## src/rtl/hazard_forward_unit.sv

```systemverilog
// Purpose: load-use stall and EX operand forwarding control for the 5-stage RV64 pipeline.
// Latency: ForwardA/B are registered and valid one cycle after the instruction is in ID; Stall is combinational.
// Backpressure: Hold freezes every register. Stall asks PC/IF/ID to repeat the ID instruction while a bubble goes to EX.
//
// Ports:
//   clk, rst_n            pipeline clock (rising edge), asynchronous active-low reset
//   ID_*                  decoded register usage of the instruction currently in ID
//   Flush                 EX-resolved branch/jump; the ID instruction is discarded
//   Hold                  global freeze (memory wait)
//   ForwardA/ForwardB     EX operand selects: 00 regfile, 10 MEM ALU result, 01 WB write data
//   Stall                 load-use stall request
//   EX_Rd/MEM_Rd/WB_Rd    destination tags tracked per stage (debug/trace)
//   StallCount            saturating count of applied stall cycles (only with HAZARD_STATS_EN)
//
// Build option: define HAZARD_STATS_EN to add the StallCount output and its counter.

module hazard_forward_unit #(
  parameter int REG_ADDR_W = 5,
  parameter int STAT_W     = 32
) (
  input  logic                  clk,
  input  logic                  rst_n,
  input  logic                  ID_Valid,
  input  logic [REG_ADDR_W-1:0] ID_Rs1,
  input  logic [REG_ADDR_W-1:0] ID_Rs2,
  input  logic                  ID_UseRs1,
  input  logic                  ID_UseRs2,
  input  logic [REG_ADDR_W-1:0] ID_Rd,
  input  logic                  ID_RegWrite,
  input  logic                  ID_MemRead,
  input  logic                  Flush,
  input  logic                  Hold,
  output logic [1:0]            ForwardA,
  output logic [1:0]            ForwardB,
  output logic                  Stall,
  output logic [REG_ADDR_W-1:0] EX_Rd,
  output logic [REG_ADDR_W-1:0] MEM_Rd,
  output logic [REG_ADDR_W-1:0] WB_Rd
`ifdef HAZARD_STATS_EN
  ,
  output logic [STAT_W-1:0]     StallCount
`endif
);

  localparam logic [1:0] FWD_REGFILE = 2'b00;
  localparam logic [1:0] FWD_MEM     = 2'b10;
  localparam logic [1:0] FWD_WB      = 2'b01;

  // EX stage tag
  logic [REG_ADDR_W-1:0] exRd;
  logic                  exRegWrite;
  logic                  exMemRead;
  logic                  exValid;

  // MEM stage tag. Whether it is a load no longer matters here: by the time
  // the consumer reaches EX the loaded data is on the WB write port.
  logic [REG_ADDR_W-1:0] memRd;
  logic                  memRegWrite;
  logic                  memValid;

  // WB stage tag, kept for trace only; WB is never a forwarding source
  // because the consumer is already past it when the selects are applied.
  logic [REG_ADDR_W-1:0] wbRd;

  logic                  exWrites;
  logic                  memWrites;
  logic                  exAluFwdOk;
  logic                  loadUseHit;
  logic [1:0]            fwdANext;
  logic [1:0]            fwdBNext;
  logic                  insertBubble;

  // x0 is hard-wired zero, so a write to it never produces a forwarding source.
  assign exWrites   = exValid  & exRegWrite  & (exRd  != '0);
  assign memWrites  = memValid & memRegWrite & (memRd != '0);

  // A load in EX has no data yet at the MEM stage, so it cannot feed the MEM path.
  assign exAluFwdOk = exWrites & ~exMemRead;

  assign loadUseHit = (ID_UseRs1 & (ID_Rs1 == exRd)) |
                      (ID_UseRs2 & (ID_Rs2 == exRd));

  // Flush already discards the ID instruction, so a stall for it is pointless.
  assign Stall = ID_Valid & exMemRead & exWrites & loadUseHit & ~Flush;

  // Selects for the ID instruction, as seen from the stage it will occupy next
  // cycle: EX now -> MEM then (10), MEM now -> WB then (01). EX is checked first
  // so the youngest of two writers to the same register wins.
  always_comb begin
    fwdANext = FWD_REGFILE;
    if (ID_UseRs1) begin
      if (exAluFwdOk && (ID_Rs1 == exRd)) begin
        fwdANext = FWD_MEM;
      end else if (memWrites && (ID_Rs1 == memRd)) begin
        fwdANext = FWD_WB;
      end
    end
  end

  always_comb begin
    fwdBNext = FWD_REGFILE;
    if (ID_UseRs2) begin
      if (exAluFwdOk && (ID_Rs2 == exRd)) begin
        fwdBNext = FWD_MEM;
      end else if (memWrites && (ID_Rs2 == memRd)) begin
        fwdBNext = FWD_WB;
      end
    end
  end

  assign insertBubble = Flush | Stall;

  always_ff @(posedge clk or negedge rst_n) begin
    if (!rst_n) begin
      exRd        <= '0;
      exRegWrite  <= 1'b0;
      exMemRead   <= 1'b0;
      exValid     <= 1'b0;
      memRd       <= '0;
      memRegWrite <= 1'b0;
      memValid    <= 1'b0;
      wbRd        <= '0;
      ForwardA    <= FWD_REGFILE;
      ForwardB    <= FWD_REGFILE;
    end else if (!Hold) begin
      // Older stages advance even on a bubble; only the EX slot is replaced.
      memRd       <= exRd;
      memRegWrite <= exRegWrite;
      memValid    <= exValid;
      wbRd        <= memRd;
      if (insertBubble) begin
        exRd       <= '0;
        exRegWrite <= 1'b0;
        exMemRead  <= 1'b0;
        exValid    <= 1'b0;
        ForwardA   <= FWD_REGFILE;
        ForwardB   <= FWD_REGFILE;
      end else begin
        exRd       <= ID_Rd;
        exRegWrite <= ID_RegWrite;
        exMemRead  <= ID_MemRead;
        exValid    <= ID_Valid;
        ForwardA   <= fwdANext;
        ForwardB   <= fwdBNext;
      end
    end
  end

  assign EX_Rd  = exRd;
  assign MEM_Rd = memRd;
  assign WB_Rd  = wbRd;

`ifdef HAZARD_STATS_EN
  // Counts only stall cycles that actually take effect (not frozen by Hold).
  always_ff @(posedge clk or negedge rst_n) begin
    if (!rst_n) begin
      StallCount <= '0;
    end else if (Stall && !Hold && (StallCount != {STAT_W{1'b1}})) begin
      StallCount <= StallCount + 1'b1;
    end
  end
`endif

endmodule

```

## config.mk

```make
export PLATFORM = sky130hd
export DESIGN_NAME = hazard_forward_unit
export DESIGN_NICKNAME = d
export VERILOG_FILES = /design/src/rtl/hazard_forward_unit.sv
export SDC_FILE = /design/constraint.sdc
export NUM_CORES = 1
export LEC_CHECK = 0
export CAP_MARGIN = 40
export CORE_MARGIN = 10
export CORE_UTILIZATION = 39
export CTS_CLUSTER_SIZE = 12
export DETAILED_ROUTE_END_ITERATION = 10
export HOLD_SLACK_MARGIN = 0.08
export PLACE_DENSITY = 0.71
export SLEW_MARGIN = 25
export SYNTH_ARGS = -nofsm -noshare
export SYNTH_HDL_FRONTEND = slang
export SYNTH_SLANG_ARGS = --single-unit
```

## constraint.sdc

```tcl
create_clock -name clk -period 3.39 [get_ports clk]
set_input_delay 0.5085 -clock clk [delete_from_list [all_inputs] [get_ports clk]]
set_output_delay 0.5085 -clock clk [all_outputs]
set_load 0.005 [all_outputs]
```

==> summary.md, run 1 <==
| Metric | Value |
|---|---|
| Outcome | completed |
| Pwr Density | ~370 mW/mm^2 |
| # port buffers | 43 |
| Dpl cells | 199 |
| Drt first-iter violations | 70 |
| Syn nets | between 100 and 150 |
| Dpl cell area | 0.00173 sq mm |
| WL per Instance | around 17 microns |
| GRT Overall Usage | 0.118 |
| Initial Util | 0.411 |
| Worst min path class | in -> async |
| Largest net degree at the start of global routing | 25 |
| CP endpoint kind | output port |
| FP Rows | 20 |
| Area contributors post-synth | dfrtp_1, xor2_1, mux2_2, nand2_1, o21ai_0 |
| CTS Hold Bufs | 0 |
| Yosys warnings | 0 |
| Max-slew headroom | 0.591 |
| Final ANT Viol Nets | 0 |
| Root Buffer | clkbuf_4 |
| WS Path Type | in -> out |
| CTS H-tree lvls | 1 |
| GR Overflow Total | 0 |
| Post-CTS Setup Inserts | 0 |
| Post-Route Utilization | 0.579 |
| Final WS setup | ~280 ps |
| First drt pass iteration count | 4 |
| Placer congestion estimate | about 0.77 |
| Clk buf depth | 2 |
| Setup TNS | 0 ps |
| Fin crit period | between 3000 and 4000 ps |
| Max-cap violations | 0 |
| Largest family of logic cells by synthesized area | simple AND/OR/NAND/NOR gates |
| Number of filler cells placed in the layout | between 200 and 300 |
| Period utilization | 0.917 |
| CTS tree | yes |
| Synth area leader | dfrtp_1 |
| Synth Area in Compound Gates | 0.0958 |
| Critical Path Fanout Max | 2 |
| Max Slew Vio Count | 0 |
| DRC violations left | 0 |
| Io pins | between 40 and 50 |
| Routed WL | 3460 microns |
| Hold_ws | between 150 and 200 ps |
| Clock latency on the worst-skew pair | slightly above 300 ps |
| Die ar. | between 0.005 and 0.006 sq mm |
| XOR/XNOR Fraction of Synth Area | 0.140 |
| Max Fclk | 322 MHz |
| Num CTS Buffers | 3 |
| Synth Cell Area | about 0.0013 sq mm |
| Area growth, synth to finish | 40.9% |
| Share of the synthesized area in the top cell type | 0.479 |
| RSZ-0062 raised after global routing | no |
| HPWL after detailed placement | between 2000 and 3000 microns |
| DIE HEIGHT | approximately 77 microns |
| Post-Synth Simple-Gate Area | 0.157 |
| DR vias | about 1,000 |
| CP arrival | ~2600 ps |
| Sequential area share after synthesis | 0.479 |
| Initial antenna violation count | 0 |
| Synth Instances | approximately 110 |
| Nets | approximately 180 |
| # clock sinks | 24 |
| Leakage power | 0.750 nW |
| Reg2reg setup slack | around 1400 ps |
| Synth Register Bits | 24 |
| Final Setup Violations | 0 |
| Total core area | 0.00305 sq mm |
| Clock slew at reported path FFs | roughly 130 ps |
| CP Data Required Time | approximately 2900 ps |
| Vias in the first global route | around 1,100 |
| Finished Layout Cells | 203 |
| First-pass GRT wire length | 5740 microns |
| Setup crit start kind | input port |
| Post-Synth Adder-Cell Area | 0 |
| Antenna Cells | 0 |
| Tot Pwr | ~0.65 mW |
| Worst vdd ir | between 200 and 250 uV |
| Via density | 5.08 |
| Final instance area | 0.00177 sq mm |
| Die X-Extent | approximately 77 microns |
| Syn_area_per_cell | around 11 sq um |
| Slew @ Worst Pin | roughly 610 ps |
| Skew final | 7.20 ps |
| Share of cells above drive strength 1 | 0.164 |
| Hold Vio Cnt, Final | 0 |
| Post-synthesis mux area share | 0.108 |
| Post-synthesis cell type count | 21 |
| CTS resizes | 0 |
| Pre-CTS setup slack | around 260 ps |
[synth_stat cells]
| master | count |
|---|---|
| and2b_1 | 1 |
| nor2_1 | 3 |
| mux2_2 | 12 |
| o2111ai_1 | 1 |
| or4_4 | 1 |
| o41ai_1 | 1 |
| a2111oi_2 | 1 |
| nor3_2 | 2 |
| dfrtp_1 | 24 |
| buf_6 | 1 |
| o21ai_0 | 8 |
| nand2_1 | 22 |
| nand3_1 | 4 |
| nor2_4 | 1 |
| nor4_1 | 4 |
| clkbuf_1 | 4 |
| xnor2_1 | 2 |
| o41ai_4 | 1 |
| a32o_1 | 2 |
| xor2_1 | 18 |
| or4_1 | 1 |
[power breakdown]
group	leakage (nW)	switching [mW]	total, mW	internal [mW]
registers	0.317	0.0333	0.344	0.311
clock network	0.0210	0.0828	0.148	0.0657
logic	0.412	0.0614	0.158	0.0969
total	0.750	0.178	0.651	0.474
[routing by layer]
layer | part of all wire | global-route usage
met5 | 0 | 0
met4 | 0.022 | 0.0539
met3 | 0.029 | 0.0152
met2 | 0.52 | 0.207
met1 | 0.43 | 0.140
[critical path: stages]
cell and delay (ps):
clkdlybuf4s50_1 440, xor2_1 180, nor3_2 250, nand3_1 130
a2111oi_2 400, and2b_1 180, clkdlybuf4s50_1 500
[flip-flops by register name, summed over array words and instances, names as in the netlist]
| signal | flops |
|---|---|
| ForwardA | 2 |
| exMemRead | 1 |
| MEM_Rd | 5 |
| WB_Rd | 5 |
| ForwardB | 2 |
| exValid | 1 |
| exRegWrite | 1 |
| EX_Rd | 5 |
| memValid | 1 |
| memRegWrite | 1 |
[cell type report]
type | count | area [sq um] | share of cell area
multi-input combinational | 85 | 627 | 0.355
sequential | 24 | 601 | 0.340
timing repair buffer | 46 | 448 | 0.254
tap | 44 | 55.1 | 0.0312
clock buffer | 4 | 36.3 | 0.0205
[placed cells by master (no fill, tap or decap), drive strengths merged, types with 2 or more instances in the layout]
cell type,count
clkdlybuf4s50,42
dfrtp,24
nand2,22
xor2,18
mux2,12
o21ai,8
nand3,4
nor4,4
nor2,4
clkbuf,4
buf,4
nor3,2
a32o,2
xnor2,2
or4,2
o41ai,2
[path summary, 6_finish.rpt]
kind	startpoint	end	depth (start not counted)
setup / recovery	ID_Rs1[3]	Stall	7
hold / removal	rst_n	memValid	1
setup reg to reg	EX_Rd[3]	EX_Rd[3]	6
hold reg to reg	ForwardA[1]	ForwardA[1]	1
max in group asynchronous	rst_n	EX_Rd[0]	1
min in group clk	ForwardA[1]	ForwardA[1]	1
[kinds of logic (layout without fill, tap and decap cells)]
logic type	Yosys count	count (layout)
buf+inv	5	50
simple gates	39	39
flops	24	24
compound gates	14	14
mux	12	12
xor+xnor	20	20
Note: power is estimated with default switching activity, not from simulation.
==> run 2, diff against run 1 <==
DONT_BUFFER_PORTS = 1   (was default)
PLACE_DENSITY = default   (was 0.71)
==> run 2 against run 1 <==
Count of clock-buffer cells in the layout unchanged. First-iteration DRC count increased by 26%. Wire length is 4.9% lower. Utilization shrank 13 points. Clock power rose by 5%. Sequential power increased by 2%. Non-clock buffer count down 42. Die area stayed put. Via count fell by 18%. Maximum frequency increased by 22%. Critical path depth down 2. Global-route usage shrank 0.74 points. Highest routed layer unchanged.
==> summary.md, run 2 (synthesis gave the netlist of run 1 again) <==
| Metric | Value |
|---|---|
| Internal power | 0.422 mW (-11%) |
| Clock slew at reported path FFs | 140 ps (about the same) |
| Share of cells above drive strength 1 | 0.214 (+0.0502) |
| Clk buf depth | 2 (unchanged) |
| Via density | 5.28 (+4.0%) |
| GR Overflow Total | 0 (unchanged) |
| Most common cell after layout, fill and taps aside | dfrtp_1 |
| Max-slew headroom | 0.612 (+0.0207) |
| Outcome | completed |
| Critical Path Fanout Max | 6 (+4) |
| WS Path Type | reg -> out |
| Switching Share | 0.282 (+0.00908) |
| CTS resizes | 0 (unchanged) |
| RSZ-0062 raised after global routing | no |
| Max Fclk | 394 MHz (+22%) |
| Final Setup Violations | 0 (unchanged) |
| Die X-Extent | 76.7 microns (unchanged) |
| DIE HEIGHT | 76.7 microns (unchanged) |
| Initial Util | 0.411 (unchanged) |
| HPWL after detailed placement | 2420 microns (-11%) |
| Dpl cells | 155 (-22%) |
| Leakage power | 0.597 nW (-20%) |
| Hold Vio Cnt, Final | 0 (unchanged) |
| CTS tree | yes |
| Period utilization | 0.749 (-0.168) |
| Sink of the worst hold path | EX_Rd[2] |
| Logic pwr share | 0.141 (-0.102) |
| # port buffers | 0 (-100%) |
| Setup TNS | 0 ps (unchanged) |
| Max-cap violations | 0 (unchanged) |
| Commonest non-fill, non-tap cells in the layout | dfrtp_1, nand2_1, xor2_1 |
| Die ar. | 0.00588 sq mm (unchanged) |
| DRC violations left | 0 (unchanged) |
| Nets | 142 (-23%) |
| Vias in the first global route | 931 (-17%) |
| Largest net degree at the start of global routing | 26 (+4.0%) |
| Cells on worst reg2reg path | 6 (unchanged) |
| Worst R2R End | exMemRead |
| Tot Pwr | 0.587 mW (-9.8%) |
| First-pass GRT wire length | 5150 microns (-10%) |
| Clock network fraction of design power | 0.264 (+0.036) |
| Io pins | 44 (unchanged) |
| CTS H-tree lvls | 1 (unchanged) |
| Worst R2R Start | EX_Rd[3] |
| CP Data Required Time | 2880 ps (about the same) |
| Skew final | 6.18 ps (-1.02 ps) |
| Dpl cell area | 0.00130 sq mm (-25%) |
| Final WS setup | 850 ps (+569 ps) |
| Final ANT Viol Nets | 0 (unchanged) |
| Antenna Cells | 0 (unchanged) |
| Routed WL | 3300 microns (-4.9%) |
| First drt pass iteration count | 4 (unchanged) |
| Num CTS Buffers | 3 (unchanged) |
| Worst vdd ir | 169 uV (-26%) |
| Sequential power share | 0.595 (+0.066) |
| Sw power | 0.166 mW (-6.8%) |
| Finished Layout Cells | 161 (-21%) |
| WL per Instance | 20.5 microns (+20%) |
| Reg2reg setup slack | 1370 ps (-70 ps) |
| Pre-CTS setup slack | 1190 ps (+930 ps) |
| Final instance area | 0.00136 sq mm (-23%) |
| # clock sinks | 24 (unchanged) |
| Root Buffer | clkbuf_4 |
| Area growth, synth to finish | 8.78% |
| FP Rows | 20 (unchanged) |
| Worst hold stages | 2 |
| Worst min path class | in -> reg |
| Setup crit start kind | register |
| Initial antenna violation count | 0 (unchanged) |
| GRT Overall Usage | 0.111 (-0.00736) |
| Pwr Density | 431 mW/mm^2 (+17%) |
| Fin crit period | 2540 ps (-569 ps) |
| Clock latency on the worst-skew pair | 320 ps (about the same) |
| Placer congestion estimate | 0.769 (+0.54%) |
| Slew @ Worst Pin | 576 ps (-30.8 ps) |
| Max Slew Vio Count | 0 (unchanged) |
| Hold Crit Start | ID_Rd[2] |
| CP arrival | 2030 ps (-570 ps) |
| Drt first-iter violations | 88 (+26%) |
| DR vias | 850 (-18%) |
| Total core area | 0.00305 sq mm (unchanged) |
| CP endpoint kind | output port |
==> run 2: worst max-delay path by stage <==
stage,from,end,slack [ps],cells after the start
after floorplan,ID_Rs1[3],Stall,1190,6
after global placement,ID_Rs1[3],Stall,1210,5
after detailed placement,EX_Rd[3],Stall,1190,5
after CTS,EX_Rd[3],Stall,820,5
after global routing,EX_Rd[3],Stall,710,5
final,EX_Rd[3],Stall,850,5
==> run 2: what timing repair did <==
action / 4_1_cts / 5_1_grt
buffers inserted: 0 / 0
hold endpoints to repair: 24 / 0
hold buffers: 2 / 0
==> run 2: per-stage QoR <==
stage          hold slack [ps]   util
5_1_grt                    288  0.447
2_1_floorplan              213      -
6_report                   302  0.447
3_3_place_gp               214  0.425
4_1_cts                    301  0.447
3_5_place_dp               214  0.425
==> run 2: per-layer routing <==
metal  global-route usage  vias up  routed length (microns)
li1                     -      404                        -
met4               0.0446        0                       34
met1                0.126      414                     1350
met5                    0        -                        0
met3               0.0548        4                      327
met2                0.173       28                     1580
==> run 2: critical path: stages (launching register included) <==
cell       delay [ps]
dfrtp_1           500
xor2_1            190
nor3_2            270
nand3_1           130
a2111oi_2         430
and2b_1           200
==> run 2: area by class of cell <==
cell class	instances	area (sq um)
fill	295	1690
multi-input combinational	85	627
sequential	24	601
tap	44	55.1
timing repair buffer	4	45.0
clock buffer	4	36.3
==> run 2: power groups by stage <==
stage,Clock [mW],Combinational (mW),Sequential [mW]
CTS,0.158,0.0832,0.351
floorplan,0,0.0673,0.342
global placement,0,0.0709,0.355
finish,0.155,0.0825,0.350
global route,0.174,0.0914,0.354
detailed placement,0,0.0726,0.356
==> run 3, diff against run 2 <==
clock period = 2.2 ns   (was 3.39 ns; I/O delays follow)
==> run 3 against run 2 <==
The flow now finishes with violations (setup timing). Cell count is 5.6% higher. Via count rose by 8.5%. Combinational power is 84% higher. Critical path depth unchanged. Utilization increased by 3.7 points. Register-to-register slack got worse by 1300 ps. Largest cell class unchanged.
==> summary.md, run 3 (synthesis gave the netlist of run 1 again) <==
| Metric | Value |
|---|---|
| Outcome | finished with violations |
| Failing checks | setup timing |
| Sink of the worst hold path | EX_Rd[3] |
| Skew final | 0.859 ps (-5.32 ps) |
| Most common cell after layout, fill and taps aside | nand2_1 |
| First drt pass iteration count | 4 (unchanged) |
| CP arrival | 1990 ps (-40 ps) |
| Final Setup Violations | 1 (+1) |
| Area growth, synth to finish | 17.9% |
| GRT Overall Usage | 0.112 (+0.00112) |
| Routed WL | 3400 microns (+3.2%) |
| Final WS setup | -117 ps (-966 ps) |
| Via density | 5.42 (+2.7%) |
| Total core area | 0.00305 sq mm (unchanged) |
| HPWL after detailed placement | 2470 microns (+2.0%) |
| Clock latency on the worst-skew pair | 320 ps (about the same) |
| CP startpoint | EX_Rd[1] |
| Max Slew Vio Count | 0 (unchanged) |
| Hold Vio Cnt, Final | 0 (unchanged) |
| Leakage power | 0.636 nW (+6.5%) |
| Io pins | 44 (unchanged) |
| DIE HEIGHT | 76.7 microns (unchanged) |
| # clock sinks | 24 (unchanged) |
| Worst R2R Start | EX_Rd[1] |
| Worst vdd ir | 250 uV (+48%) |
| CTS H-tree lvls | 1 (unchanged) |
| Pwr Density | 628 mW/mm^2 (+46%) |
| Setup crit start kind | register |
| Die ar. | 0.00588 sq mm (unchanged) |
| Root Buffer | clkbuf_4 |
| Clk buf depth | 2 (unchanged) |
| Fin crit period | between 2000 and 2500 ps |
| Max-slew headroom | 0.564 (-0.0478) |
| RSZ-0062 raised after global routing | yes |
| CP endpoint kind | output port |
| Max-cap violations | 0 (unchanged) |
| Dpl cell area | 0.00131 sq mm (+0.58%) |
| WL per Instance | 20.0 microns (-2.2%) |
| First-pass GRT wire length | 5240 microns (+1.7%) |
| Setup TNS | -117 ps (-117 ps) |
| Drt first-iter violations | 108 (+23%) |
| Worst min path class | in -> reg |
| Slowest stage delay, CP | 490 ps (about the same) |
| Final ANT Viol Nets | 0 (unchanged) |
| Cells on worst reg2reg path | 12 (+6) |
| Critical Path Fanout Max | 6 (unchanged) |
| Period utilization | 1.05 |
| Buf+Inv Stages, Crit Path | 0 (unchanged) |
| DRC violations left | 0 (unchanged) |
| Delay-heaviest family, CP | simple AND/OR/NAND/NOR gates |
| Worst hold stages | 2 (unchanged) |
| CTS tree | yes |
| Hold Crit Start | ID_Rd[3] |
| Num CTS Buffers | 3 (unchanged) |
| Slew @ Worst Pin | 648 ps (+71.0 ps) |
| WS Path Type | reg -> out |
| Worst path cell trace | xor2_1, nor3_2, nand3_2, a2111oi_4, and2b_1 |
| Largest net degree at the start of global routing | 26 (unchanged) |
| Pre-CTS setup slack | 176 ps (-1010 ps) |
| Vias in the first global route | 909 (-2.4%) |
| Clock slew at reported path FFs | 130 ps (about the same) |
| Share of cells above drive strength 1 | 0.357 (+0.143) |
| Max Fclk | ~430 MHz |
| Die X-Extent | 76.7 microns (unchanged) |
| Final instance area | 0.00148 sq mm (+8.3%) |
| DR vias | 922 (+8.5%) |
| FP Rows | 20 (unchanged) |
| Reg2reg setup slack | 110 ps (-1260 ps) |
| Worst R2R End | ForwardB[0] |
| Antenna Cells | 0 (unchanged) |
| Initial Util | 0.411 (unchanged) |
| Placer congestion estimate | 0.798 (+3.7%) |
| Nets | 151 (+6.3%) |
| # port buffers | 0 (unchanged) |
| Crit-path slowest cell | dfrtp_2 |
| GR Overflow Total | 0 (unchanged) |
| Initial antenna violation count | 0 (unchanged) |
| Commonest non-fill, non-tap cells in the layout | nand2_1, dfrtp_1, xor2_1 |
| CP Data Required Time | 1870 ps (-1010 ps) |
## run 3: where the power goes
| part | leakage [nW] | internal, mW | switching [mW] | total, mW |
|---|---|---|---|---|
| sequential | 0.310 | 0.481 | 0.0613 | 0.542 |
| clock | 0.0210 | 0.101 | 0.133 | 0.234 |
| combinational | 0.306 | 0.0838 | 0.0677 | 0.152 |
| total | 0.636 | 0.666 | 0.262 | 0.928 |
## run 3: worst register-to-register path, cell delays in order, from the launching register on
cell	delay, ps
dfrtp_2	490
xor2_1	200
nor3_2	90
buf_4	130
buf_4	120
buf_4	120
buf_4	120
buf_4	120
buf_4	120
buf_4	120
nand2_2	70
nor4_4	40
o41ai_1	250
## run 3: per-stage QoR
step	instances	util	hold WS [ps]	total power [mW]
after floorplan	114	-	34.4	0.631
after global placement	156	0.427	35.2	0.656
after detailed placement	156	0.427	35.4	0.659
after CTS	169	0.468	115	0.924
after global routing	170	0.484	119	0.969
final	170	0.484	129	0.928
## run 3: worst max-delay path by stage
stage	to	slack [ps]	cells past startpoint
floorplan	Stall	250	6
global placement	Stall	210	5
detailed placement	Stall	180	5
CTS	Stall	-60	5
global route	Stall	-170	5
finish	Stall	-120	5
## run 3: cell type report
class                      count  area (sq um)
tap                           44          55.1
fill                         284          1580
multi-input combinational     85           682
sequential                    24           607
clock buffer                   4          36.3
timing repair buffer          13          97.6
## run 3: repair_timing
action,in CTS,in global routing
endpoints found under the setup margin,1,3
resized for setup,5,8
hold endpoints to repair,24,24
setup buffers,8,0
hold buffers,1,1
pin swaps,4,7
## run 3: metal layers
layer | wire length [microns] | share of wire | track usage | vias up
met2 | 1690 | 0.50 | 0.183 | 28
met3 | 361 | 0.11 | 0.0629 | 7
met4 | 46 | 0.014 | 0.0446 | 0
li1 | - | - | - | 425
met1 | 1300 | 0.38 | 0.117 | 462
met5 | 0 | 0 | 0 | -
